==> config.mk <==
export PLATFORM = sky130hd
export DESIGN_NAME = node_control_flat
export DESIGN_NICKNAME = d
export VERILOG_FILES = /design/src/rtl/node_pkg.sv /design/src/rtl/node_control_if.sv /design/src/rtl/node_prog_mem.sv /design/src/rtl/node_control.sv /design/src/flat_wrapper.sv
export SDC_FILE = /design/constraint.sdc
export NUM_CORES = 1
export LEC_CHECK = 0
export BUFFER_PORTS_ARGS = -buffer_cell sky130_fd_sc_hd__buf_2
export CORE_ASPECT_RATIO = 1.75
export CORE_UTILIZATION = 50
export DETAILED_ROUTE_END_ITERATION = 12
export GPL_TIMING_DRIVEN = 0
export PLACE_DENSITY = 0.66
export SETUP_SLACK_MARGIN = 0.4
export SYNTH_ARGS = -nofsm -noshare
export SYNTH_HDL_FRONTEND = slang
export SYNTH_SLANG_ARGS = --single-unit
==> constraint.sdc <==
create_clock -name clk -period 5.56 [get_ports clk]
set_input_delay 0.556 -clock clk [delete_from_list [all_inputs] [get_ports clk]]
set_output_delay 0.556 -clock clk [all_outputs]
set_load 0.02 [all_outputs]
==> src/rtl/node_pkg.sv <==
// node_pkg: shared encodings for the TIS-100 node sequencer and its datapath bundle.
package node_pkg;
   localparam int WORD_W = 18;
   localparam int NPORT = 4;
   localparam int OP_LSB = 0;
   localparam int SRC_LSB = 4;
   localparam int DST_LSB = 7;
   localparam int IMM_LSB = 10;

   localparam logic [3:0] OP_NOP = 4'd0;
   localparam logic [3:0] OP_MOV = 4'd1;
   localparam logic [3:0] OP_SWP = 4'd2;
   localparam logic [3:0] OP_SAV = 4'd3;
   localparam logic [3:0] OP_ADD = 4'd4;
   localparam logic [3:0] OP_SUB = 4'd5;
   localparam logic [3:0] OP_NEG = 4'd6;
   localparam logic [3:0] OP_JMP = 4'd7;
   localparam logic [3:0] OP_JEZ = 4'd8;
   localparam logic [3:0] OP_JNZ = 4'd9;
   localparam logic [3:0] OP_JGZ = 4'd10;
   localparam logic [3:0] OP_JLZ = 4'd11;
   localparam logic [3:0] OP_JRO = 4'd12;

   localparam logic [2:0] SRC_ACC = 3'b100;
   localparam logic [2:0] SRC_ZERO = 3'b111;
   localparam logic [2:0] DST_ACC = 3'b100;
   localparam logic [2:0] DST_BAK = 3'b101;
   localparam logic [2:0] DST_NIL = 3'b110;

   localparam logic [1:0] SWPA_MOV = 2'b00;
   localparam logic [1:0] SWPA_ALU = 2'b01;
   localparam logic [1:0] SWPA_ZERO = 2'b10;
   localparam logic [1:0] SWPA_BAK = 2'b11;

   localparam logic [1:0] ALU_ADD = 2'b00;
   localparam logic [1:0] ALU_SUB = 2'b01;
   localparam logic [1:0] ALU_NEG = 2'b10;

   typedef enum logic [1:0] {ST_LOAD = 2'b00, ST_RUN = 2'b01, ST_WAIT = 2'b10} state_e;

   typedef struct packed {
      logic       swp;
      logic [1:0] swpa;
      logic       swpb;
      logic       jmp;
      logic [1:0] alu;
      logic [2:0] src;
      logic [2:0] dst;
      logic [7:0] imm;
   } ctrl_t;

   localparam ctrl_t CTRL_IDLE = '{swp: 1'b0, swpa: SWPA_ZERO, swpb: 1'b0, jmp: 1'b1,
                                   alu: 2'b00, src: 3'b000, dst: DST_NIL, imm: 8'd0};
endpackage

==> src/rtl/node_control_if.sv <==
// node_control_if: input/output port handshakes between a node and its neighbours.
interface node_control_if;
   import node_pkg::*;
   logic [NPORT-1:0] in_valid;
   logic [NPORT-1:0] in_ack;
   logic [NPORT-1:0] out_valid;
   logic [NPORT-1:0] out_ack;
   modport master (output in_valid, out_ack, input in_ack, out_valid);
   modport slave (input in_valid, out_ack, output in_ack, out_valid);
endinterface

==> src/rtl/node_prog_mem.sv <==
// node_prog_mem: program store with async read; tracks highest written address + 1.
module node_prog_mem
   import node_pkg::*;
#(
   parameter int DEPTH = 16,
   parameter int AW = 4
) (
   input  logic              clk,
   input  logic              rst_n,
   input  logic              we_i,
   input  logic [AW-1:0]     addr_i,
   input  logic [WORD_W-1:0] data_i,
   input  logic [AW-1:0]     raddr_i,
   output logic [WORD_W-1:0] rdata_o,
   output logic [AW:0]       len_o
);
   logic [WORD_W-1:0] mem_q [DEPTH];
   logic [AW:0] len_q, len_d, nxt;
   logic ok;

   assign nxt = {1'b0, addr_i} + (AW+1)'(1);
   assign ok = {1'b0, addr_i} < (AW+1)'(DEPTH);
   assign len_d = (we_i && ok && nxt > len_q) ? nxt : len_q;
   assign rdata_o = mem_q[raddr_i];
   assign len_o = len_q;

   always_ff @(posedge clk) begin
      if (we_i && ok) mem_q[addr_i] <= data_i;
   end

   always_ff @(posedge clk) begin
      if (!rst_n) len_q <= '0;
      else len_q <= len_d;
   end
endmodule

==> src/rtl/node_control.sv <==
// node_control: TIS-100 node sequencer; decodes one instruction per cycle into the
// datapath bundle, resolves jumps against ACC and stalls on port handshakes.
module node_control
   import node_pkg::*;
#(
   parameter int DEPTH = 16,
   parameter int AW = 4
) (
   input  logic              clk,
   input  logic              rst_n,
   input  logic              run,
   input  logic              prog_we,
   input  logic [AW-1:0]     prog_addr,
   input  logic [WORD_W-1:0] prog_data,
   node_control_if.slave     ports,
   input  logic [7:0]        ACCond,
   output logic              SwpActiveReg,
   output logic [1:0]        SwpinA,
   output logic              SwpinB,
   output logic              jmpInstr,
   output logic [1:0]        ALUdesk,
   output logic [13:0]       datainstr,
   output logic [AW-1:0]     pc,
   output logic [1:0]        state
);
   state_e state_q, state_d;
   logic [AW-1:0] pc_q, pc_d, adv, jt_pc, jro_pc, pc_nxt;
   logic [NPORT-1:0] out_valid_q, out_valid_d, out_set;
   logic [WORD_W-1:0] word;
   logic [AW:0] len, inc, lenm1;
   logic [3:0] op;
   logic [2:0] fsrc, fdst;
   logic [7:0] fimm;
   logic signed [AW+8:0] jro_s;
   logic exec, rd, wr, stall, commit, z, taken;
   ctrl_t dec, ctrl;

   node_prog_mem #(.DEPTH(DEPTH), .AW(AW)) u_mem (
      .clk(clk), .rst_n(rst_n), .we_i(prog_we && state_q == ST_LOAD), .addr_i(prog_addr),
      .data_i(prog_data), .raddr_i(pc_q), .rdata_o(word), .len_o(len)
   );

   assign op = word[OP_LSB +: 4];
   assign fsrc = word[SRC_LSB +: 3];
   assign fdst = word[DST_LSB +: 3];
   assign fimm = word[IMM_LSB +: 8];

   always_comb begin
      dec = '0;
      dec.imm = fimm;
      case (op)
         OP_MOV: begin dec.src = fsrc; dec.dst = fdst; dec.swpa = SWPA_MOV; end
         OP_SWP: begin dec.swp = 1'b1; dec.swpa = SWPA_BAK; dec.swpb = 1'b1; end
         OP_SAV: begin dec.src = SRC_ACC; dec.dst = DST_BAK; end
         OP_ADD: begin dec.src = fsrc; dec.dst = DST_ACC; dec.swpa = SWPA_ALU; dec.alu = ALU_ADD; end
         OP_SUB: begin dec.src = fsrc; dec.dst = DST_ACC; dec.swpa = SWPA_ALU; dec.alu = ALU_SUB; end
         OP_NEG: begin dec.src = SRC_ZERO; dec.dst = DST_ACC; dec.swpa = SWPA_ALU; dec.alu = ALU_NEG; end
         OP_JMP, OP_JEZ, OP_JNZ, OP_JGZ, OP_JLZ, OP_JRO: dec.jmp = 1'b1;
         default: dec.dst = DST_NIL;
      endcase
   end

   // Only MOV/ADD/SUB honour an encoded source, and only MOV can target an output port.
   assign rd = (op == OP_MOV || op == OP_ADD || op == OP_SUB) && !fsrc[2];
   assign wr = op == OP_MOV && !fdst[2];
   assign stall = (rd && !ports.in_valid[fsrc[1:0]]) ||
                  (wr && out_valid_q[fdst[1:0]] && !ports.out_ack[fdst[1:0]]);
   assign exec = state_q != ST_LOAD && run && len != '0;
   assign commit = exec && !stall;

   always_comb begin
      ctrl = !exec ? CTRL_IDLE : dec;
      ctrl.jmp = ctrl.jmp || (exec && stall);
      ctrl.swp = ctrl.swp && !(exec && stall);
   end

   assign z = ACCond == 8'd0;
   assign taken = op == OP_JMP || (op == OP_JEZ && z) || (op == OP_JNZ && !z) ||
                  (op == OP_JGZ && !ACCond[7] && !z) || (op == OP_JLZ && ACCond[7]);
   assign inc = {1'b0, pc_q} + (AW+1)'(1);
   assign lenm1 = len - (AW+1)'(1);
   assign adv = inc == len ? '0 : inc[AW-1:0];
   assign jt_pc = {1'b0, fimm[AW-1:0]} >= len ? '0 : fimm[AW-1:0];
   assign jro_s = $signed({9'b0, pc_q}) + $signed({{(AW+1){fimm[7]}}, fimm});
   assign jro_pc = jro_s[AW+8] ? '0 : (jro_s >= $signed({8'b0, len})) ? lenm1[AW-1:0] : jro_s[AW-1:0];
   assign pc_nxt = op == OP_JRO ? jro_pc : taken ? jt_pc : adv;

   assign out_set = (commit && wr) ? NPORT'(1) << fdst[1:0] : '0;
   assign out_valid_d = (out_valid_q & ~ports.out_ack) | out_set;
   assign state_d = state_q == ST_LOAD ? (run ? ST_RUN : ST_LOAD) :
                    !run ? ST_LOAD : (exec && stall) ? ST_WAIT : ST_RUN;
   assign pc_d = commit ? pc_nxt : exec ? pc_q : '0;

   always_ff @(posedge clk) begin
      if (!rst_n) begin
         state_q <= ST_LOAD;
         pc_q <= '0;
         out_valid_q <= '0;
      end else begin
         state_q <= state_d;
         pc_q <= pc_d;
         out_valid_q <= out_valid_d;
      end
   end

   assign ports.in_ack = (commit && rd) ? NPORT'(1) << fsrc[1:0] : '0;
   assign ports.out_valid = out_valid_q;
   assign SwpActiveReg = ctrl.swp;
   assign SwpinA = ctrl.swpa;
   assign SwpinB = ctrl.swpb;
   assign jmpInstr = ctrl.jmp;
   assign ALUdesk = ctrl.alu;
   assign datainstr = {ctrl.imm, ctrl.dst, ctrl.src};
   assign pc = pc_q;
   assign state = state_q;
endmodule

==> src/flat_wrapper.sv <==
// flat-port wrapper written by rule: the top's interface ports become plain ports
module node_control_flat import node_pkg::*;
#(
   parameter int DEPTH = 16,
   parameter int AW = 4
)
  (clk, rst_n, run, prog_we, prog_addr, prog_data, ACCond, SwpActiveReg, SwpinA, SwpinB, jmpInstr, ALUdesk, datainstr, pc, state, ports_in_valid, ports_out_ack, ports_in_ack, ports_out_valid);
  node_control_if ports_i ();
  input  logic clk;
  input  logic rst_n;
  input  logic run;
  input  logic prog_we;
  input  logic [AW-1:0] prog_addr;
  input  logic [WORD_W-1:0] prog_data;
  input  logic [7:0] ACCond;
  output logic SwpActiveReg;
  output logic [1:0] SwpinA;
  output logic SwpinB;
  output logic jmpInstr;
  output logic [1:0] ALUdesk;
  output logic [13:0] datainstr;
  output logic [AW-1:0] pc;
  output logic [1:0] state;
  input wire logic [$bits(ports_i.in_valid)-1:0] ports_in_valid;
  input wire logic [$bits(ports_i.out_ack)-1:0] ports_out_ack;
  output wire logic [$bits(ports_i.in_ack)-1:0] ports_in_ack;
  output wire logic [$bits(ports_i.out_valid)-1:0] ports_out_valid;
  assign ports_i.in_valid = ports_in_valid;
  assign ports_i.out_ack = ports_out_ack;
  assign ports_in_ack = ports_i.in_ack;
  assign ports_out_valid = ports_i.out_valid;
  node_control #(.DEPTH(DEPTH), .AW(AW)) u_core (.clk(clk), .rst_n(rst_n), .run(run), .prog_we(prog_we), .prog_addr(prog_addr), .prog_data(prog_data), .ports(ports_i), .ACCond(ACCond), .SwpActiveReg(SwpActiveReg), .SwpinA(SwpinA), .SwpinB(SwpinB), .jmpInstr(jmpInstr), .ALUdesk(ALUdesk), .datainstr(datainstr), .pc(pc), .state(state));
endmodule
==> results of run 1 <==
[cell type report]
class                   count  share of cell area (%)
flip-flops and latches    307                    59.4
multi-input cells         366                    26.2
clock buffers              30                    4.52
repair buffers             90                    3.65
well taps                 320                    2.63
plain buffers              30                    1.87
clock inverters            19                    1.06
inverters                  26                   0.642
[synth_stat cells, types with 4 or more instances]
master	n
edfxtp_1	288
mux4_2	79
nor2_1	41
nand2_1	27
inv_1	26
ha_1	25
dfxtp_1	19
a21oi_1	18
mux2i_1	14
nor3_1	13
clkbuf_1	9
nand2b_1	9
buf_4	8
nand3_1	8
nor2b_1	8
xnor2_1	8
a22oi_1	7
and2_1	7
o21ai_0	7
a221oi_1	6
o21a_1	6
a211oi_1	5
a21o_1	5
buf_6	5
o31a_1	5
xor2_1	5
a22o_1	4
buf_1	4
o41ai_1	4
[final timing paths]
kind,startpoint,to,slack (ns)
hold / removal,run,u_core.state[0]$_SDFF_PN0_,0.25
setup / recovery,flip-flop,flip-flop,0.63
hold reg to reg,u_core.ports.out_valid[2]$_SDFF_PN0_,u_core.ports.out_valid[2]$_SDFF_PN0_,0.55
setup reg to reg,flip-flop,flip-flop,0.63
[power groups by stage]
stage	registers, µW	logic [µW]	clock network (µW)
2_1_floorplan	2610	128	0
3_3_place_gp	2610	217	0
3_5_place_dp	2610	234	0
4_1_cts	2560	241	1840
5_1_grt	2560	261	1920
6_report	2560	242	1820
[placed cells by master (no fill, tap or decap), types with 6 or more instances in the layout]
cell type	count
edfxtp_1	288
mux4_2	79
buf_2	74
nor2_1	30
clkbuf_16	27
nand2_1	26
inv_1	25
ha_1	25
a21oi_1	17
dfxtp_1	17
buf_6	14
mux2i_1	14
clkbuf_1	12
nand2b_1	9
nor3_1	9
nand3_1	8
xnor2_1	8
buf_4	8
nor2b_1	8
buf_8	7
and2_1	7
a22oi_1	7
o21ai_0	7
nor2_4	7
o21a_1	6
[per-layer routing]
| metal | GRT usage, % | up-vias | part of all wire, % |
|---|---|---|---|
| met4 | 13.5 | 2 | 5.1 |
| met2 | 44.8 | 313 | 54 |
| met1 | 28.5 | 3823 | 36 |
| met5 | 0 | - | 0.031 |
| li1 | - | 3209 | - |
| met3 | 2.69 | 77 | 5.4 |
[cell families (layout without fill, tap and decap cells)]
family                     count (synthesis)  after routing  synth area share (%)
AOI/OAI and AO/OA                         97             97                  5.85
adders and majority gates                 26             26                  2.53
DFF                                      307            307                  68.6
and+or+nand+nor                          134            134                  5.05
buffers and inverters                     56            195                  2.23
muxes                                     96             96                  14.8
xor gates and xnor gates                  13             13                 0.866
[sequential cells by signal, summed over array words and instances (netlist names), named ones only]
register	count
u_core.u_mem.mem_q	288
u_core.u_mem.len_o	5
u_core.pc	4
u_core.state	2
u_core.ports.out_valid	4
[tightest hold or removal path: stages]
cell,delay [ns]
buf_2,0.11
nand2_1,0.05
a21oi_1,0.03
[per-stage QoR]
step	setup WS [ns]	power, µW	setup TNS [ns]
floorplan	0.678	2740	0
global placement	-1.36	2830	-9.36
detailed placement	-1.39	2850	-9.50
CTS	0.431	4640	0
global route	0.408	4750	0
finish	0.630	4620	0
[what timing repair did]
item | 4_1_cts | 5_1_grt
gates resized for setup | 32 | 5
pin swaps | 2 | 1
buffers inserted | 3 | 1
endpoints found under the setup margin | 9 | 8
==> qor.csv, run 1 <==
metric,value,unit
run_status,completed,
p_switching,995,µW
yosys_register_bits,307,
cp.required,5.98,ns
period_needed,4.93,ns
avgRoutedWirePerCell,27.5,µm
synth_cell_types,65,
final-max-slew-violation-count,0,
nFillCells,1920,
reg2reg_depth,21,
async_flop_share,0,%
drtAntennaViolNets,0,
cpPeakStageDelay,0.41,ns
hold_ws,0.252,ns
grt_max_degree,19,
critPathLaunchType,flip-flop,
grt_pass1_wl,48.4,mm
syn_nets,797,
p_int,3630,µW
first_pass_iters,5,
p_comb_share,5.2,%
postLayoutCellArea,15200,µm²
die_w,125,µm
place_inst,1135,
clk_latency,0.54,ns
p_leak,0.00503,µW
rsz0062_at_grt,false,
layout.nets,916,
final_cells,1188,
skew,0.00925,ns
place.port_buffers,74,
dpl.hpwl,22.6,mm
p_clk_share,39.3,%
synth_cells,729,
netlist.area_leader.share,65.7,%
grt_pass1_vias,7771,
maxCapViolCount,0,
cts.sinks,307,
fin_crit_sh,88.7,%
ys_seq_area_share,68.6,%
drt-initial-drc-count,571,
synth_edf_count,288,
synth_area_leaders,"edfxtp_1, mux4_2, dfxtp_1, ha_1, nor2_1",
crit_chain,"buf_6, buf_6, buf_6, buf_8, buf_6, mux4_2, a22o_1, a221oi_4, inv_2, ha_1, inv_1, fa_1, inv_1, ha_1, a21o_1, a21o_1, a21oi_2, o21ai_2, o21a_1, o31a_1, o32ai_4",
relSlewSlack,14.5,%
placed_cell_area,14200,µm²
placementRows,78,
yosys_warnings,0,
track_usage,24.7,%
ctsHoldBuffers,0,
yosys_most_used_dff,edfxtp_1,
cts_buffers,27,
switching_share,21.5,%
min_path_type,in -> reg,
fmax,0.203,GHz
regArea,9030,µm²
cts_tree,yes,
synth_top_cell_by_area,edfxtp_1,
cts.clk_slew.worst_paths,0.07,ns
power_frac_seq,55.4,%
crit_path_end_kind,flip-flop,
avgSynthCellArea,18.0,µm²
finalHoldViolations,0,
fin_util,58.8,%
start_util,50.9,%
crit_buf_inv,8,
remaining_drc_errors,0,
ios,77,
grt.overflow.total,0,
clock_path_buffers,3,
coreArea,25900,µm²
final_layout_size_suffix_gt1_share,30.4,%
crit_slowest_cell,dfxtp_2,
h-tree-depth,1,
cp_num_cells,21,
final-setup-viol-count,0,
multiInputGateArea,3990,µm²
cp.arrival,5.35,ns
ctsRootBufferMaster,clkbuf_16,
worst-setup-path-type,reg -> reg,
synth_area,13200,µm²
p_per_area,304,nW/µm²
area_growth,15.6,%
place_congestion,0.965,
die_area,27000,µm²
vdd_drop_max,0.000191,V
num_vias,7424,
antenna_found_initial,1,
hold_path_depth,3,
via_per_inst,6.25,
routed_wl,32.6,mm
crit_path_frequent_cell,buf_6,
die_h,217,µm
crit_path_max_fanout,10,
diodes,0,
cpLargestDelayFamily,compound AO/OA/AOI/OAI gates,
tightestPinTransition,1.28,ns
Power figures use the tool's default switching activity.
==> run 2: changes to the inputs <==
RECOVER_POWER = 100   (was unset)
==> run 2 against run 1 <==
  * The flow now finishes with violations (max-capacitance violations, max-slew violations)
  * Register-to-register slack got worse by 0.18 ns
  * Setup slack worse by 0.18 ns
  * Sequential cell count unchanged
==> qor.csv, run 2 (synthesis gave the netlist of run 1 again) <==
metric,value,unit,change
p_int,3620,µW,was 3630 µW
num_vias,7432,,"was 7,424"
via_per_inst,6.26,,was 6.25
ff2ff_setup_slack,0.45,ns,was 0.63 ns
worstHoldStart,run,,unchanged
post-place-ws,-1.39,ns,unchanged
p_leak,0.00479,µW,was 0.00503 µW
drtAntennaViolNets,0,,unchanged
die_h,217,µm,unchanged
cts.sinks,307,,unchanged
critPathLaunchType,flip-flop,,unchanged
p_clk_share,39.4,%,was 39.3%
tightestPinTransition,2.50,ns,was 1.28 ns
antenna_found_initial,1,,unchanged
crit_path_max_fanout,10,,unchanged
place_congestion,0.965,,unchanged
final-max-slew-violation-count,152,,was 0
diodes,0,,unchanged
dpl.hpwl,22.6,mm,unchanged
start_util,50.9,%,unchanged
finalHoldViolations,0,,unchanged
cts.clk_slew.worst_paths,0.07,ns,about the same
power_frac_seq,55.6,%,was 55.4%
die_w,125,µm,unchanged
reg2reg_depth,21,,unchanged
place_inst,1135,,unchanged
regArea,9030,µm²,unchanged
track_usage,24.7,%,unchanged
placementRows,78,,unchanged
die_area,27000,µm²,unchanged
clk_latency,0.54,ns,about the same
layout.nets,916,,unchanged
h-tree-depth,1,,unchanged
multiInputGateArea,3890,µm²,was 3990 µm²
cts_tree,yes,,unchanged
p_comb_share,5.0,%,was 5.2%
fmax,0.196,GHz,was 0.203 GHz
grt_pass1_wl,48.4,mm,unchanged
clock_path_buffers,3,,unchanged
p_per_area,309,nW/µm²,was 304 nW/µm²
p_switching,992,µW,was 995 µW
min_path_type,in -> reg,,unchanged
cp.required,5.96,ns,was 5.98 ns
area_growth,13.5,%,was 15.6%
final_cells,1188,,unchanged
final_layout_size_suffix_gt1_share,21.3,%,was 30.4%
final-setup-viol-count,0,,unchanged
relSlewSlack,-67.5,%,was 14.5%
period_needed,5.11,ns,was 4.93 ns
final_common_cell,edfxtp_1,,unchanged
skew,0.00881,ns,was 0.00925 ns
ctsHoldBuffers,0,,unchanged
remaining_drc_errors,0,,unchanged
place.port_buffers,74,,unchanged
avgRoutedWirePerCell,27.5,µm,about the same
grt_pass1_vias,7771,,unchanged
whs_endpoint,u_core.state[0]$_SDFF_PN0_,,unchanged
coreArea,25900,µm²,unchanged
top_register,u_core.u_mem.mem_q,,unchanged
grt.overflow.total,0,,unchanged
cp.arrival,5.51,ns,was 5.35 ns
fin_crit_sh,91.9,%,was 88.7%
vdd_drop_max,0.000191,V,about the same
final_cell_mix,"edfxtp_1, mux4_2, clkbuf_1, nor2_1, buf_2",,"was edfxtp_1, mux4_2, buf_2, nor2_1, clkbuf_16"
run_status,finished with violations,,was completed
worst-setup-path-type,reg -> reg,,unchanged
routed_wl,32.6,mm,about the same
violations,"max-capacitance violations, max-slew violations",,
rsz0062_at_grt,false,,unchanged
largest_reg_flops,288,,unchanged
crit_path_end_kind,flip-flop,,unchanged
ios,77,,unchanged
maxCapViolCount,8,,was 0
nFillCells,1993,,"was 1,920"
hold_path_depth,3,,unchanged
ctsRootBufferMaster,clkbuf_16,,unchanged
postLayoutSetupSlackWorst,0.449,ns,was 0.630 ns
switching_share,21.5,%,about the same
first_pass_iters,5,,unchanged
cts_buffers,27,,unchanged
grt_max_degree,19,,unchanged
drt-initial-drc-count,549,,was 571
## run 2: worst max path at each step
stage	endpoint	depth (start not counted)
floorplan	flip-flop	22
global placement	flip-flop	19
detailed placement	flip-flop	19
CTS	flip-flop	21
global route	flip-flop	22
finish	flip-flop	21
## run 2: power by group through the flow
stage | Sequential, µW | Clock [µW] | Combinational, µW
after detailed placement | 2610 | 0 | 234
final | 2560 | 1820 | 231
after CTS | 2560 | 1840 | 241
after floorplan | 2610 | 0 | 128
after global routing | 2560 | 1920 | 251
after global placement | 2610 | 0 | 217
## run 2: final cells by class
class | count | area share, %
multi-input combinational | 366 | 26.0
timing repair buffer | 90 | 2.61
clock inverter | 19 | 1.08
clock buffer | 30 | 4.60
sequential | 307 | 60.5
tap | 320 | 2.68
inverter | 26 | 0.653
buffer | 30 | 1.88
## run 2: through the flow
step | util (%) | cell area [µm²] | power (µW) | hold WS [ns] | TNS [ns]
after floorplan | - | 13200 | 2740 | 0.478 | 0
final | 57.7 | 14900 | 4620 | 0.265 | 0
after global placement | 53.8 | 13900 | 2830 | 0.491 | -9.36
after CTS | 58.7 | 15200 | 4640 | 0.236 | 0
after global routing | 57.7 | 14900 | 4740 | 0.256 | 0
after detailed placement | 54.8 | 14200 | 2850 | 0.518 | -9.50
## run 2: metal layers
layer | GRT usage [%] | up-vias | share of wire (%)
li1 | - | 3205 | -
met1 | 28.5 | 3829 | 36
met2 | 44.8 | 309 | 53
met3 | 2.69 | 87 | 5.7
met4 | 13.5 | 2 | 5.6
met5 | 0 | - | 0.031
## run 2: worst max-delay path, cell delays in order, from the launching register on
cell,delay [ns]
dfxtp_2,0.41
buf_6,0.19
buf_6,0.19
buf_6,0.19
buf_8,0.17
buf_6,0.18
mux4_2,0.30
a22o_1,0.28
a221oi_4,0.25
inv_1,0.18
ha_1,0.24
inv_1,0.07
fa_1,0.40
inv_1,0.09
ha_1,0.23
a21o_1,0.16
a21o_1,0.17
a21oi_1,0.22
o21ai_2,0.13
o21a_1,0.19
o31a_1,0.27
o31ai_1,0.41
## run 2: repair_timing
action / in CTS / in global routing
resized for setup: 32 / 5
pin swaps: 2 / 1
buffers inserted: 3 / 1
gates cloned: 0 / 0
endpoints found under the setup margin: 9 / 8
==> run 3: changes to the inputs <==
MAX_ROUTING_LAYER = met4   (was unset)
SLEW_MARGIN = 20   (was unset)
==> run 3 against run 2 <==
  * The run still ends with max-capacitance violations, max-slew violations left
  * Via count increased by 0.77%
  * Combinational power about the same
  * Largest cell class unchanged
  * Sequential power about the same
  * Die area unchanged
  * Highest routed layer is now met4
==> qor.csv, run 3 (synthesis gave the netlist of run 1 again) <==
metric,value,unit,change
run_status,finished with violations,,unchanged
violations,"max-capacitance violations, max-slew violations",,unchanged
fin_crit_sh,91.9,%,about the same
crit_path_frequent_cell,buf_6,,unchanged
dpl.hpwl,23.3,mm,was 22.6 mm
crit_path_max_fanout,10,,unchanged
multiInputGateArea,3890,µm²,about the same
routed_wl,33.1,mm,was 32.6 mm
via_per_inst,6.23,,was 6.26
rsz0062_at_grt,false,,unchanged
grt_max_degree,19,,unchanged
critPathLaunchType,flip-flop,,unchanged
remaining_drc_errors,0,,unchanged
first_pass_iters,5,,unchanged
final_cells,1202,,"was 1,188"
ios,77,,unchanged
finalPower,4580,µW,was 4620 µW
nFillCells,1939,,"was 1,993"
track_usage,25.8,%,was 24.7%
final-max-slew-violation-count,19,,was 152
die_h,217,µm,unchanged
crit_slowest_cell,dfxtp_1,,was dfxtp_2
skew,0.0219,ns,was 0.00881 ns
grt_pass1_wl,49.0,mm,was 48.4 mm
grt_pass1_vias,7752,,"was 7,771"
start_util,50.9,%,unchanged
min_path_type,in -> reg,,unchanged
layout.nets,928,,was 916
p_leak,0.00481,µW,was 0.00479 µW
place_inst,1145,,"was 1,135"
hold_ws,0.261,ns,was 0.265 ns
final-setup-viol-count,0,,unchanged
ctsRootBufferMaster,clkbuf_16,,unchanged
post-place-ws,-1.33,ns,was -1.39 ns
crit_chain,"buf_6, buf_6, buf_6, buf_6, buf_6, mux4_2, a22o_1, a221oi_4, inv_2, ha_1, inv_1, fa_1, inv_1, ha_1, a21o_1, a21o_1, a21oi_2, o21ai_2, o21a_1, o31a_1, o32ai_1",,"was buf_6, buf_6, buf_6, buf_8, buf_6, mux4_2, a22o_1, a221oi_4, inv_1, ha_1, inv_1, fa_1, inv_1, ha_1, a21o_1, a21o_1, a21oi_1, o21ai_2, o21a_1, o31a_1, o31ai_1"
fin_util,57.9,%,was 57.7%
grt.overflow.total,0,,unchanged
coreArea,25900,µm²,unchanged
worst-setup-path-type,reg -> reg,,unchanged
clock_path_buffers,3,,unchanged
h-tree-depth,1,,unchanged
avgRoutedWirePerCell,27.6,µm,was 27.5 µm
p_per_area,306,nW/µm²,was 309 nW/µm²
crit_path_end_kind,flip-flop,,unchanged
final_common_cell,edfxtp_1,,unchanged
placementRows,78,,unchanged
drtAntennaViolNets,0,,unchanged
cts.sinks,307,,unchanged
p_int,3620,µW,about the same
die_area,27000,µm²,unchanged
maxCapViolCount,1,,was 8
tightestPinTransition,1.92,ns,was 2.50 ns
largest_reg_flops,288,,unchanged
power_frac_seq,55.9,%,was 55.6%
top_register,u_core.u_mem.mem_q,,unchanged
drt-initial-drc-count,587,,was 549
vdd_drop_max,0.000215,V,was 0.000191 V
place.port_buffers,74,,unchanged
cts.clk_slew.worst_paths,0.07,ns,about the same
switching_share,21.1,%,was 21.5%
cts_buffers,27,,unchanged
cpPeakStageDelay,0.52,ns,was 0.41 ns
p_comb_share,5.1,%,was 5.0%
final_layout_size_suffix_gt1_share,21.2,%,was 21.3%
clk_latency,0.55,ns,was 0.54 ns
place_congestion,0.981,,was 0.965
finalHoldViolations,0,,unchanged
regArea,9030,µm²,about the same
period_needed,5.11,ns,about the same
area_growth,13.8,%,was 13.5%
die_w,125,µm,unchanged
antenna_found_initial,1,,unchanged
fmax,0.196,GHz,about the same
cts_tree,yes,,unchanged
cp.required,5.97,ns,was 5.96 ns
p_clk_share,39.0,%,was 39.4%
p_switching,967,µW,was 992 µW
relSlewSlack,-28.4,%,was -67.5%
final_cell_mix,"edfxtp_1, clkbuf_1, mux4_2, nor2_1, buf_2",,"was edfxtp_1, mux4_2, clkbuf_1, nor2_1, buf_2"
postLayoutSetupSlackWorst,0.452,ns,was 0.449 ns
cp.arrival,5.52,ns,was 5.51 ns
num_vias,7489,,"was 7,432"
-- run 3: changes by cell type in the layout (fill, tap and decap cells not counted), moves of 2 or more --
| cell | previous run | this run |
|---|---|---|
| clkbuf_1 | 71 | 82 |
| buf_4 | 7 | 9 |
| dfxtp_2 | 2 | 0 |
| clkinvlp_4 | 3 | 1 |
| clkinv_1 | 5 | 9 |
| clkinv_4 | 2 | 0 |
-- run 3: layer usage --
| layer | up-vias | track usage (%) | routed length, µm |
|---|---|---|---|
| met5 | - | - | 0 |
| met4 | 0 | 15.0 | 2070 |
| met3 | 107 | 3.53 | 1900 |
| met2 | 318 | 43.4 | 17100 |
| met1 | 3832 | 29.5 | 12100 |
| li1 | 3232 | - | - |
-- run 3: per-stage QoR --
stage,cell area [µm²],TNS (ns)
3_5_place_dp,14400,-9.51
2_1_floorplan,13200,0
6_report,15000,0
3_3_place_gp,13900,-9.13
4_1_cts,15400,0
5_1_grt,15000,0
-- run 3: path summary, 6_finish.rpt --
kind | start | end | slack [ns] | depth (start not counted)
worst max register to register | flip-flop | u_core.pc[3]$_SDFFE_PN0N_ | 0.45 | 21
worst min-delay path | run | u_core.state[0]$_SDFF_PN0_ | 0.26 | 3
worst min register to register | u_core.ports.out_valid[2]$_SDFF_PN0_ | u_core.ports.out_valid[2]$_SDFF_PN0_ | 0.54 | 2
worst max-delay path | flip-flop | u_core.pc[3]$_SDFFE_PN0N_ | 0.45 | 21
-- run 3: area by class of cell --
cell class	count	area share, %
Antenna cell	1	0.0167
Buffer	30	1.85
Clock buffer	31	4.61
Clock inverter	19	0.936
Inverter	26	0.652
Multi-Input combinational cell	366	26.0
Sequential cell	307	60.3
Tap cell	320	2.67
Timing Repair Buffer	102	2.95
-- run 3: critical path: cells and delay by family (launching register included) --
| kind | cells | cell delay, ns |
|---|---|---|
| mux | 1 | 0.30 |
| buf+inv | 8 | 1.26 |
| fa+ha+maj | 3 | 0.86 |
| compound gates | 9 | 1.99 |
| flops | 1 | 0.52 |
-- run 3: repair_timing --
item                       CTS  global route
hold buffers                 0             0
resized for setup           32             8
pin swaps                    0             1
setup buffers                2             4
setup endpoints to repair    9             8
-- run 3: power groups by stage --
stage | Combinational [µW] | Sequential, µW | Clock (µW)
after global routing | 252 | 2560 | 1890
final | 233 | 2560 | 1790
after detailed placement | 240 | 2610 | 0
after floorplan | 128 | 2610 | 0
after CTS | 247 | 2560 | 1810
after global placement | 217 | 2610 | 0
